<file path="config.mk">
export PLATFORM = sky130hd
export DESIGN_NAME = gpio_responder
export DESIGN_NICKNAME = d
export VERILOG_FILES = /design/src/rtl/gpio_responder.sv
export SDC_FILE = /design/constraint.sdc
export NUM_CORES = 1
export LEC_CHECK = 0
export ABC_CLOCK_PERIOD_IN_PS = 2700
export BUFFER_PORTS_ARGS = -buffer_cell sky130_fd_sc_hd__buf_4
export CORE_ASPECT_RATIO = 0.75
export CORE_MARGIN = 4
export CORE_UTILIZATION = 55
export CTS_CLUSTER_DIAMETER = 50
export DETAILED_ROUTE_END_ITERATION = 12
export PLACE_DENSITY_LB_ADDON = 0.15
export SLEW_MARGIN = 20
export SYNTH_ARGS = -nofsm -noshare
export SYNTH_HDL_FRONTEND = slang
export SYNTH_SLANG_ARGS = --single-unit
</file>
<file path="constraint.sdc">
create_clock -name clk -period 2.7 [get_ports clk]
set_input_delay 0.54 -clock clk [delete_from_list [all_inputs] [get_ports clk]]
set_output_delay 0.54 -clock clk [all_outputs]
set_load 0.03 [all_outputs]
</file>
<file path="src/rtl/gpio_responder.sv">
// -----------------------------------------------------------------------------
// gpio_responder
//
// Purpose:
//   Responder side of a simple GPIO link. It drives a registered read_port
//   toward the initiator under a valid/ready request with a programmable
//   minimum hold time, and watches the asynchronous write_port bus, queueing
//   every observed change in a small show-ahead FIFO for a local consumer.
//
// Ports:
//   clk         in   single clock, rising edge
//   rst         in   asynchronous reset, active low
//   write_port  in   [WRITE_PORT_WIDTH] asynchronous GPIO bus from initiator
//   read_port   out  [READ_PORT_WIDTH]  registered GPIO bus toward initiator
//   drv_valid   in   request to update read_port
//   drv_ready   out  block can accept a drive request
//   drv_data    in   [READ_PORT_WIDTH]  value for read_port
//   drv_hold    in   [8] cycles read_port holds before the next request
//   chg_valid   out  change FIFO not empty
//   chg_ready   in   consumer pops the FIFO head
//   chg_data    out  [WRITE_PORT_WIDTH] FIFO head
//   overflow    out  sticky: a change was dropped because the FIFO was full
//   ovf_clr     in   clears overflow (a simultaneous drop wins)
//
// Configuration:
//   GPIO_RESPONDER_GLITCH_FILTER_EN - when defined, a synchronized value must
//   be stable for two consecutive cycles before it counts as a change; this
//   adds one cycle of latency and suppresses single-cycle pulses.
// -----------------------------------------------------------------------------
module gpio_responder #(
  parameter int READ_PORT_WIDTH  = 4,
  parameter int WRITE_PORT_WIDTH = 4,
  parameter int FIFO_DEPTH       = 4
) (
  input  logic                        clk,
  input  logic                        rst,
  input  logic [WRITE_PORT_WIDTH-1:0] write_port,
  output logic [READ_PORT_WIDTH-1:0]  read_port,
  input  logic                        drv_valid,
  output logic                        drv_ready,
  input  logic [READ_PORT_WIDTH-1:0]  drv_data,
  input  logic [7:0]                  drv_hold,
  output logic                        chg_valid,
  input  logic                        chg_ready,
  output logic [WRITE_PORT_WIDTH-1:0] chg_data,
  output logic                        overflow,
  input  logic                        ovf_clr
);

  localparam int PTR_W = (FIFO_DEPTH > 1) ? $clog2(FIFO_DEPTH) : 1;
  localparam int CNT_W = PTR_W + 1;

  typedef enum logic {
    IDLE = 1'b0,
    HOLD = 1'b1
  } drv_state_t;

  logic [WRITE_PORT_WIDTH-1:0] sync1;
  logic [WRITE_PORT_WIDTH-1:0] sync2;
  logic [1:0]                  sync_vld;
  logic [WRITE_PORT_WIDTH-1:0] last_val;
  logic                        primed;
  logic                        sample_ok;
  logic                        push_req;

  logic [WRITE_PORT_WIDTH-1:0] fifo_mem [FIFO_DEPTH];
  logic [PTR_W-1:0]            wr_ptr;
  logic [PTR_W-1:0]            rd_ptr;
  logic [CNT_W-1:0]            fifo_cnt;
  logic                        fifo_empty;
  logic                        fifo_full;
  logic                        pop;
  logic                        push_ok;
  logic                        drop;

  drv_state_t                  state;
  drv_state_t                  state_next;
  logic [7:0]                  hold_cnt;
  logic                        rdy_en;
  logic                        drv_accept;

  // Two-flop synchronizer plus a fill tracker; sync2 is only trusted once
  // both stages have captured post-reset samples (sync_vld[1]).
  always_ff @(posedge clk or negedge rst) begin
    if (!rst) begin
      sync1    <= '0;
      sync2    <= '0;
      sync_vld <= 2'b00;
    end else begin
      sync1    <= write_port;
      sync2    <= sync1;
      sync_vld <= {sync_vld[0], 1'b1};
    end
  end

`ifdef GPIO_RESPONDER_GLITCH_FILTER_EN
  logic [WRITE_PORT_WIDTH-1:0] sync3;
  logic                        sync3_vld;

  // One more stage of history so a value is accepted only after sync2 has
  // shown it on two consecutive cycles; single-cycle pulses never match.
  always_ff @(posedge clk or negedge rst) begin
    if (!rst) begin
      sync3     <= '0;
      sync3_vld <= 1'b0;
    end else begin
      sync3     <= sync2;
      sync3_vld <= sync_vld[1];
    end
  end

  assign sample_ok = sync_vld[1] && sync3_vld && (sync2 == sync3);
`else
  assign sample_ok = sync_vld[1];
`endif

  // The very first trusted sample after reset is always reported, even if it
  // matches the reset value of last_val; afterwards only real changes count.
  assign push_req = sample_ok && (!primed || (sync2 != last_val));

  // last_val tracks what was observed, not what was stored, so a dropped
  // change does not keep re-triggering every cycle while the FIFO is full.
  always_ff @(posedge clk or negedge rst) begin
    if (!rst) begin
      last_val <= '0;
      primed   <= 1'b0;
    end else if (push_req) begin
      last_val <= sync2;
      primed   <= 1'b1;
    end
  end

  assign fifo_empty = (fifo_cnt == '0);
  assign fifo_full  = (fifo_cnt == CNT_W'(FIFO_DEPTH));
  assign pop        = !fifo_empty && chg_ready;
  assign push_ok    = push_req && (!fifo_full || pop);
  assign drop       = push_req && fifo_full && !pop;

  assign chg_valid  = !fifo_empty;
  assign chg_data   = fifo_empty ? '0 : fifo_mem[rd_ptr];

  // Circular show-ahead FIFO. A push while full is still accepted when the
  // head is popped on the same edge, reusing the slot just freed.
  always_ff @(posedge clk or negedge rst) begin
    if (!rst) begin
      for (int i = 0; i < FIFO_DEPTH; i++) begin
        fifo_mem[i] <= '0;
      end
      wr_ptr   <= '0;
      rd_ptr   <= '0;
      fifo_cnt <= '0;
    end else begin
      if (push_ok) begin
        fifo_mem[wr_ptr] <= sync2;
        wr_ptr           <= wr_ptr + 1'b1;
      end
      if (pop) begin
        rd_ptr <= rd_ptr + 1'b1;
      end
      case ({push_ok, pop})
        2'b10:   fifo_cnt <= fifo_cnt + 1'b1;
        2'b01:   fifo_cnt <= fifo_cnt - 1'b1;
        default: fifo_cnt <= fifo_cnt;
      endcase
    end
  end

  // Sticky overflow; a new drop takes priority over a clear in the same cycle.
  always_ff @(posedge clk or negedge rst) begin
    if (!rst) begin
      overflow <= 1'b0;
    end else if (drop) begin
      overflow <= 1'b1;
    end else if (ovf_clr) begin
      overflow <= 1'b0;
    end
  end

  // Drive FSM state register, hold counter and the read_port register.
  // rdy_en keeps drv_ready low until the first edge after reset release.
  always_ff @(posedge clk or negedge rst) begin
    if (!rst) begin
      state     <= IDLE;
      hold_cnt  <= '0;
      read_port <= '0;
      rdy_en    <= 1'b0;
    end else begin
      state  <= state_next;
      rdy_en <= 1'b1;
      if (drv_accept) begin
        read_port <= drv_data;
      end
      if (drv_accept && (drv_hold != 8'd0)) begin
        hold_cnt <= drv_hold;
      end else if (state == HOLD) begin
        hold_cnt <= hold_cnt - 8'd1;
      end
    end
  end

  // Next-state logic: a zero hold keeps the FSM in IDLE so requests can be
  // taken on consecutive edges; HOLD exits on the edge the counter hits 1.
  always_comb begin
    state_next = state;
    case (state)
      IDLE: begin
        if (drv_accept && (drv_hold != 8'd0)) begin
          state_next = HOLD;
        end
      end
      HOLD: begin
        if (hold_cnt <= 8'd1) begin
          state_next = IDLE;
        end
      end
      default: state_next = IDLE;
    endcase
  end

  // Outputs of the drive FSM; requests arriving in HOLD are simply ignored.
  always_comb begin
    drv_ready  = rdy_en && (state == IDLE);
    drv_accept = drv_ready && drv_valid;
  end

endmodule

</file>
==> flow_summary.ini, run 1 <==
[hold_path]
hold_path.class = in2async

[pwr]
p_int_mw = 2.00
p_leak_nw = 1.24
p_total_mw = 3.27
power_frac_seq_pct = 41.0
combPwrFrac_pct = 45.0
netSwitchingFraction_pct = 39.0
switchingPower_mw = 1.28
powerDensity_nw_per_um2 = 1150
pwr-share-clk_pct = 14.1
vdd_drop_max_mv = 0.749

[setup_path]
cp_data_required_time_ps = 2160
crit_path_start_kind = register
critical-path-top-delay-family = flip-flops
max_stage_delay_ps = 590
r2r_start = fifo_cnt[0]
r2r_setup_slack_ps = 370
cp_num_buf_inv = 1
slowest_stage = dfrtp_1
cp_cell_sequence = mux4_2, and2_2, buf_4
worstSetupPathType = reg2out
cp.arrival_ps = 1830
critPathCaptureType = output port
worstReg2RegEnd = fifo_cnt[1]
path_max_fanout = 6
r2r_cells = 7

[synthesis]
ys_async_sr_fraction_pct = 100
ys_seq_area_share_pct = 52.4
ys.flop_type = dfrtp_1
synthDistinctLibCells = 42
synth_most_common_cell = dfrtp_1
syn-num-nets = 225
postSynthCellCount = 197
yosys.area.top_type = dfrtp_1
avgSynthCellArea_um2 = 12.6
synth_seq_cells = 52
synth_common_cells = 52 x dfrtp_1, 25 x mux2_2, 14 x nand2_1, 9 x nand3_1
synth_top_area_share_pct = 52.4
ys_warn_count = 0
synth_edf_count = 0
synthTopCellsByArea = dfrtp_1 52%, mux2_2 11%, mux4_2 3.6%
netlist_area_um2 = 2480

[clock_tree]
cts_tree = built
clockBufferDepth = 2
hold_buffers = 0
cts_resized = 0
clk_latency_ps = 300
numCtsBuffers = 5
clock-root-buffer = clkbuf_8
htree_levels = 2
cts.sinks = 52
post_cts_buffers = 0
clkTransAtPathRegs_ps = 100

[sta]
hold_viol_final = 0
slew_headroom_pct = 56.8
timing.final.crit_share_pct = 87.8
fmax_mhz = 422
period_needed_ps = 2370
tightest_slew_ps = 648
slew_violations = 0
whs_ps = 256
finalSetupViolCount = 0
rsz0062_at_grt = no
fin_worst_skew_ps = 5.24
fin_tns_setup_ps = 0

[grt]
grtUsageTotal_pct = 19.2
grt_pass1_vias = 1731
met3_usage_pct = 4.48
grt_use_met2_pct = 29.5
grt_pass1_wl_mm = 8.40
grt_max_degree = 53
grt_overflow = 0
use_met1_pct = 27.8
grt.busiest_layer = met2
antenna_found_initial = 0

[flow_run]
maxCapViolCount = 0

[detailed_routing]
num_vias = 1666
drc = 0
wl_mm = 4.84
drt_pre_antenna_iters = 4
ant_nets = 0
routedWlPerCell_um = 16.9
detail_route.vias_per_cell = 5.83
drt_iter0_drc = 123

[floorplan]
design.die.area_um2 = 5660
ios = 32
die_h_um = 66.2
fp-row-count = 20
core_area_um2 = 4200
die_w_um = 85.6
initial_core_util_pct = 59.0

[cells_and_area]
drive_gt1_share_pct = 35.1
final_nets = 258
antenna_cells = 0
area_delta_synth_final_pct = 14.2
finalNonFillerCells = 286

[place]
dp_cells = 278
place_hpwl_mm = 3.50
place_congestion = 0.907
port_buffers = 31

[run_status]
status = finished, final reports clean
## power by group through the flow
stage	logic, mW	registers (mW)	clock network [mW]
after floorplan	1.08	1.31	0
after CTS	1.48	1.33	0.471
after detailed placement	1.47	1.35	0
after global placement	1.43	1.31	0
final	1.47	1.34	0.461
after global routing	1.60	1.38	0.516
## sequential cells by signal, summed over array words and instances, names as in the netlist, 3 cells and up
register / cells
fifo_cnt: 3
fifo_mem: 16
hold_cnt: 8
last_val: 4
read_port: 4
sync1: 4
sync2: 4
## worst max-delay path by stage
stage                      startpoint           to  slack, ps  depth (start not counted)
after floorplan           fifo_cnt[2]  fifo_cnt[1]        550                          9
after global placement    fifo_cnt[2]  fifo_cnt[1]        510                          7
after detailed placement  fifo_cnt[0]  fifo_cnt[1]        400                          7
after CTS                   rd_ptr[0]  chg_data[3]        320                          3
after global routing        rd_ptr[0]  chg_data[0]        230                          3
final                       rd_ptr[0]  chg_data[3]        330                          3
## cell type report
type / count / area [um^2]
clock buffers: 5 / 68.8
clock inverters: 3 / 27.5
fillers: 309 / 1370
inverters: 7 / 26.3
multi-input cells: 130 / 1090
flip-flops and latches: 52 / 1300
well taps: 55 / 68.8
repair buffers: 34 / 255
## kinds of logic (layout without fill, tap and decap cells)
family / after synthesis / count (layout) / share of synthesized area [%]
flops: 52 / 52 / 52.4
mux: 30 / 30 / 15.4
fa+ha+maj: 7 / 7 / 3.83
xor+xnor: 9 / 9 / 3.18
compound gates: 29 / 29 / 8.82
buf+inv: 15 / 49 / 3.78
simple gates: 54 / 54 / 12.4
other cells: 1 / 1 / 0.151
## metal layers
| metal | wire [um] | share of wire [%] |
|---|---|---|
| met4 | 30 | 0.62 |
| met1 | 2280 | 47 |
| met3 | 282 | 5.8 |
| met5 | 0 | 0 |
| met2 | 2250 | 46 |
## stage by stage
step,cell area (um^2),setup slack [ps],utilization (%)
after global placement,2740,505,65.1
after global routing,2840,231,67.4
after floorplan,2480,546,-
final,2840,331,67.4
after CTS,2840,324,67.4
after detailed placement,2740,396,65.1
## placed cells by master (no fill, tap or decap), types with 2 or more instances in the layout
master,Yosys,final
o21ai_0,6,6
ha_1,6,6
nor2b_1,4,4
clkbuf_8,0,5
mux4_2,4,4
dfrtp_1,52,52
xnor2_1,8,8
buf_4,0,34
o211ai_1,4,4
nor4_1,4,4
and2_2,4,4
o31a_1,2,2
nor3_1,3,3
nand2_1,14,14
a221o_1,3,3
a22oi_1,2,2
nand3_1,9,9
a21o_1,2,2
nor2_1,8,8
a21oi_1,3,3
inv_1,7,7
mux2_2,25,25
Power figures use the tool's default switching activity.
==> run 2, diff against run 1 <==
--- a/config.mk
+++ b/config.mk
@@ -9,2 +9,3 @@
 export BUFFER_PORTS_ARGS = -buffer_cell sky130_fd_sc_hd__buf_4
+export CAP_MARGIN = 20
 export CORE_ASPECT_RATIO = 0.75
==> constraint.sdc (replaced) <==
create_clock -name clk -period 2.7 [get_ports clk]
set_input_delay 0 -clock clk [delete_from_list [all_inputs] [get_ports clk]]
set_output_delay 0 -clock clk [all_outputs]
set_load 0.03 [all_outputs]
==> flow_summary.ini, run 2 (same netlist as run 1, synthesis figures left out) <==
[setup_path]
critPathCapture = fifo_cnt[1]
r2r_setup_slack_ps = 400
critPathCaptureType = register
cp.arrival_ps = 2460
crit_path_start_kind = register
path_max_fanout = 7
crit_path_start = fifo_cnt[2]
cp_data_required_time_ps = 2870
cp_cell_sequence = or3_1, nand2_8, nor2_1, fa_1, nor3b_1, a22oi_1, o2111ai_1
worstSetupPathType = reg2reg
slowest_stage = or3_1
worstReg2RegEnd = fifo_cnt[1]
r2r_start = fifo_cnt[2]
r2r_cells = 7
max_stage_delay_ps = 550

[cells_and_area]
mostFrequentLayoutCells = 52 x dfrtp_1, 33 x buf_4, 25 x mux2_2, 18 x dlygate4sd3_1, 14 x nand2_1
fin_area_um2 = 3000
reg.largest.list = fifo_mem x16, hold_cnt x8
multi_input_area_um2 = 1090
n_fill_cell = 276
area_delta_synth_final_pct = 21.0
largest_reg_flops = 16
largest_register = fifo_mem
register_area_um2 = 1300
final_nets = 275
finalNonFillerCells = 303
antenna_cells = 0
final_common_cell = dfrtp_1
utilization_pct = 71.4
drive_gt1_share_pct = 32.3

[clock_tree]
htree_levels = 2
hold_buffers = 18
cts.sinks = 52
cts_resized = 0
numCtsBuffers = 5
cts_tree = built
clockBufferDepth = 2
clk_latency_ps = 300
clkTransAtPathRegs_ps = 90
clock-root-buffer = clkbuf_8
post_cts_buffers = 0

[place]
dp_cells = 277
place_congestion = 0.904
dp_slack_ps = 415
placed_cell_area_um2 = 2730
place_hpwl_mm = 3.49
port_buffers = 31

[sta]
tightest_slew_ps = 636
timing.final.crit_share_pct = 85.1
slew_headroom_pct = 57.6
rsz0062_at_grt = no
worst_slack_ps = 403
period_needed_ps = 2300
slew_violations = 0
fin_tns_setup_ps = 0
hold_viol_final = 0
fin_worst_skew_ps = 7.17
finalSetupViolCount = 0
fmax_mhz = 435

[grt]
grt_overflow = 0
grt_pass1_wl_mm = 8.63
grt_pass1_vias = 1714
grt_max_degree = 53
grtUsageTotal_pct = 19.8
antenna_found_initial = 0

[detailed_routing]
drc = 0
drt_iter0_drc = 148
num_vias = 1705
ant_nets = 0
wl_mm = 4.93
detail_route.vias_per_cell = 5.63
routedWlPerCell_um = 16.3
drt_pre_antenna_iters = 4

[pwr]
powerDensity_nw_per_um2 = 1090
p_leak_nw = 1.31
vdd_drop_max_mv = 0.649

[flow_run]
maxCapViolCount = 0

[floorplan]
fp-row-count = 20
die_h_um = 66.2
die_w_um = 85.6
ios = 32
design.die.area_um2 = 5660
core_area_um2 = 4200
initial_core_util_pct = 59.0

[hold_path]
hold_path.class = in2reg
worstHoldPathCells = 3

[run_status]
status = finished, final reports clean
-- run 2: changes by cell type in the layout (fill, tap and decap cells not counted) --
cell	delta
dlygate4sd3_1	+18
buf_4	-1
clkinv_2	+1
clkinvlp_4	-1
inv_6	+1
inv_8	-1
-- run 2: metrics by stage --
stage / total power [mW] / hold WS (ps)
global route: 3.51 / 29.5
floorplan: 2.40 / -296
CTS: 3.29 / 18.8
finish: 3.27 / 20.6
detailed placement: 2.82 / 71.6
global placement: 2.74 / 53.7
-- run 2: layer usage --
metal	vias up	routed length [um]	global-route usage (%)
met5	-	0	0
met4	0	48	5.34
met3	5	279	4.36
met2	43	2240	29.8
met1	858	2350	29.0
li1	799	-	-
-- run 2: power by group --
group	switching (mW)	total [mW]	internal, mW	leakage, nW
sequential	0.272	1.34	1.07	0.616
clock	0.258	0.444	0.186	0.0485
combinational	0.737	1.49	0.753	0.647
total	1.27	3.27	2.01	1.31
-- run 2: worst min path at each step --
stage | from | to
floorplan | rst | fifo_cnt[0]
global placement | rst | rd_ptr[1]
detailed placement | rst | rd_ptr[0]
CTS | chg_ready | rd_ptr[0]
global route | chg_ready | rd_ptr[0]
finish | chg_ready | rd_ptr[0]
-- run 2: cell type report --
class / count / share of cell area [%]
Clock inverter: 3 / 0.750
Multi-Input combinational cell: 130 / 36.2
Clock buffer: 5 / 2.29
Timing Repair Buffer: 51 / 14.2
Sequential cell: 52 / 43.3
Inverter: 7 / 0.875
Tap cell: 55 / 2.29
-- run 2: worst max-delay path, delay by kind of cell (launching register included) --
family	cells	cell delay, ps
DFF	1	460
AOI/OAI and AO/OA	2	290
and+or+nand+nor	4	920
adders and majority gates	1	500
==> run 3, diff against run 2 <==
Settings changed: CTS_BUF_LIST from default to sky130_fd_sc_hd__clkbuf_4.
==> flow_summary.ini, run 3 (same netlist as run 1, synthesis figures left out) <==
[setup_path]
worstSetupPathType = reg2reg
path_max_fanout = 7
crit_path_start_kind = register
cp_data_required_time_ps = 2940
critPathCaptureType = register
r2r_setup_slack_ps = 400
cp.arrival_ps = 2540

[grt]
grt_max_degree = 53
grt_pass1_vias = 1712
grtUsageTotal_pct = 19.8
grt_pass1_wl_mm = 8.58
antenna_found_initial = 0
grt_overflow = 0

[floorplan]
initial_core_util_pct = 59.0
fp-row-count = 20
ios = 32
design.die.area_um2 = 5660
core_area_um2 = 4200
die_h_um = 66.2
die_w_um = 85.6

[flow_run]
maxCapViolCount = 0

[cells_and_area]
register_area_um2 = 1300
largest_register = fifo_mem
n_fill_cell = 284
reg.largest.list = fifo_mem x16, hold_cnt x8
utilization_pct = 70.9
drive_gt1_share_pct = 32.1
mostFrequentLayoutCells = 52 x dfrtp_1, 33 x buf_4, 25 x mux2_2, 19 x dlygate4sd3_1, 14 x nand2_1
fin_area_um2 = 2980
antenna_cells = 0
largest_reg_flops = 16
final_common_cell = dfrtp_1
final_nets = 276
multi_input_area_um2 = 1090
area_delta_synth_final_pct = 20.1

[detailed_routing]
detail_route.vias_per_cell = 5.59
wl_mm = 4.80
drt_iter0_drc = 117
num_vias = 1699
drc = 0
routedWlPerCell_um = 15.8
drt_pre_antenna_iters = 4
ant_nets = 0

[pwr]
switchingPower_mw = 1.24
powerDensity_nw_per_um2 = 1060
p_leak_nw = 1.30
vdd_drop_max_mv = 0.694
p_int_mw = 1.92
pwr-share-clk_pct = 11.1
p_total_mw = 3.17
netSwitchingFraction_pct = 39.3
combPwrFrac_pct = 46.8
power_frac_seq_pct = 42.1

[run_status]
status = finished, final reports clean

[sta]
fin_tns_setup_ps = 0
finalSetupViolCount = 0
slew_headroom_pct = 58.0
period_needed_ps = 2300
fmax_mhz = 435
rsz0062_at_grt = no
timing.final.crit_share_pct = 85.1
fin_worst_skew_ps = 8.24
slew_violations = 0
tightest_slew_ps = 631
hold_viol_final = 0

[clock_tree]
cts_tree = built
htree_levels = 2
cts_resized = 0
clkTransAtPathRegs_ps = 150
clock-root-buffer = clkbuf_4
clk_latency_ps = 370
numCtsBuffers = 5
cts.sinks = 52
clockBufferDepth = 2

[place]
place_hpwl_mm = 3.49
place_congestion = 0.904
port_buffers = 31
placed_cell_area_um2 = 2730

[hold_path]
hold_path.class = in2async
## run 3: cell type report
type | instances | share of cell area, %
Timing Repair Buffer | 52 | 14.7
Tap cell | 55 | 2.31
Multi-Input combinational cell | 130 | 36.5
Clock inverter | 3 | 0.755
Clock buffer | 5 | 1.26
Inverter | 7 | 0.881
Sequential cell | 52 | 43.6
## run 3: repair_timing
action | CTS | global route
setup endpoints to repair | 0 | 0
hold buffers | 19 | 0
buffers inserted | 0 | 0
hold endpoints to repair | 71 | 0
## run 3: stage by stage
stage	hold slack (ps)	setup slack [ps]	instances
after floorplan	-296	546	197
after global routing	209	246	304
after global placement	53.7	514	277
after CTS	190	392	304
final	180	402	304
after detailed placement	71.6	415	277
## run 3: routing by layer
layer / up-vias / share of wire [%] / global-route usage (%)
met5: - / 0 / 0
met4: 0 / 1.5 / 7.11
met3: 9 / 6.7 / 4.36
met2: 50 / 45 / 29.3
met1: 837 / 47 / 28.7
li1: 803 / - / -
## run 3: path summary, 6_finish.rpt
path	start	endpoint	cells after the start
min reg2reg	sync1[3]	sync2[3]	0
max in group asynchronous	rst	fifo_mem[6]	2
min in group clk	drv_valid	hold_cnt[7]	4
max reg2reg	fifo_cnt[2]	fifo_cnt[1]	7
max	fifo_cnt[2]	fifo_cnt[1]	7
min	rst	hold_cnt[7]	2
## run 3: power by group through the flow
stage / clock [mW] / combinational [mW] / sequential, mW
detailed placement: 0 / 1.47 / 1.35
global route: 0.412 / 1.63 / 1.38
finish: 0.350 / 1.48 / 1.33
global placement: 0 / 1.42 / 1.31
floorplan: 0 / 1.08 / 1.31
CTS: 0.365 / 1.49 / 1.33
## run 3: worst max-delay path, stage by stage (launching register included)
cell,delay [ps]
dfrtp_1,480
or3_1,550
nand2_8,140
nor2_1,60
fa_1,490
nor3b_1,170
a22oi_1,160
o2111ai_1,130
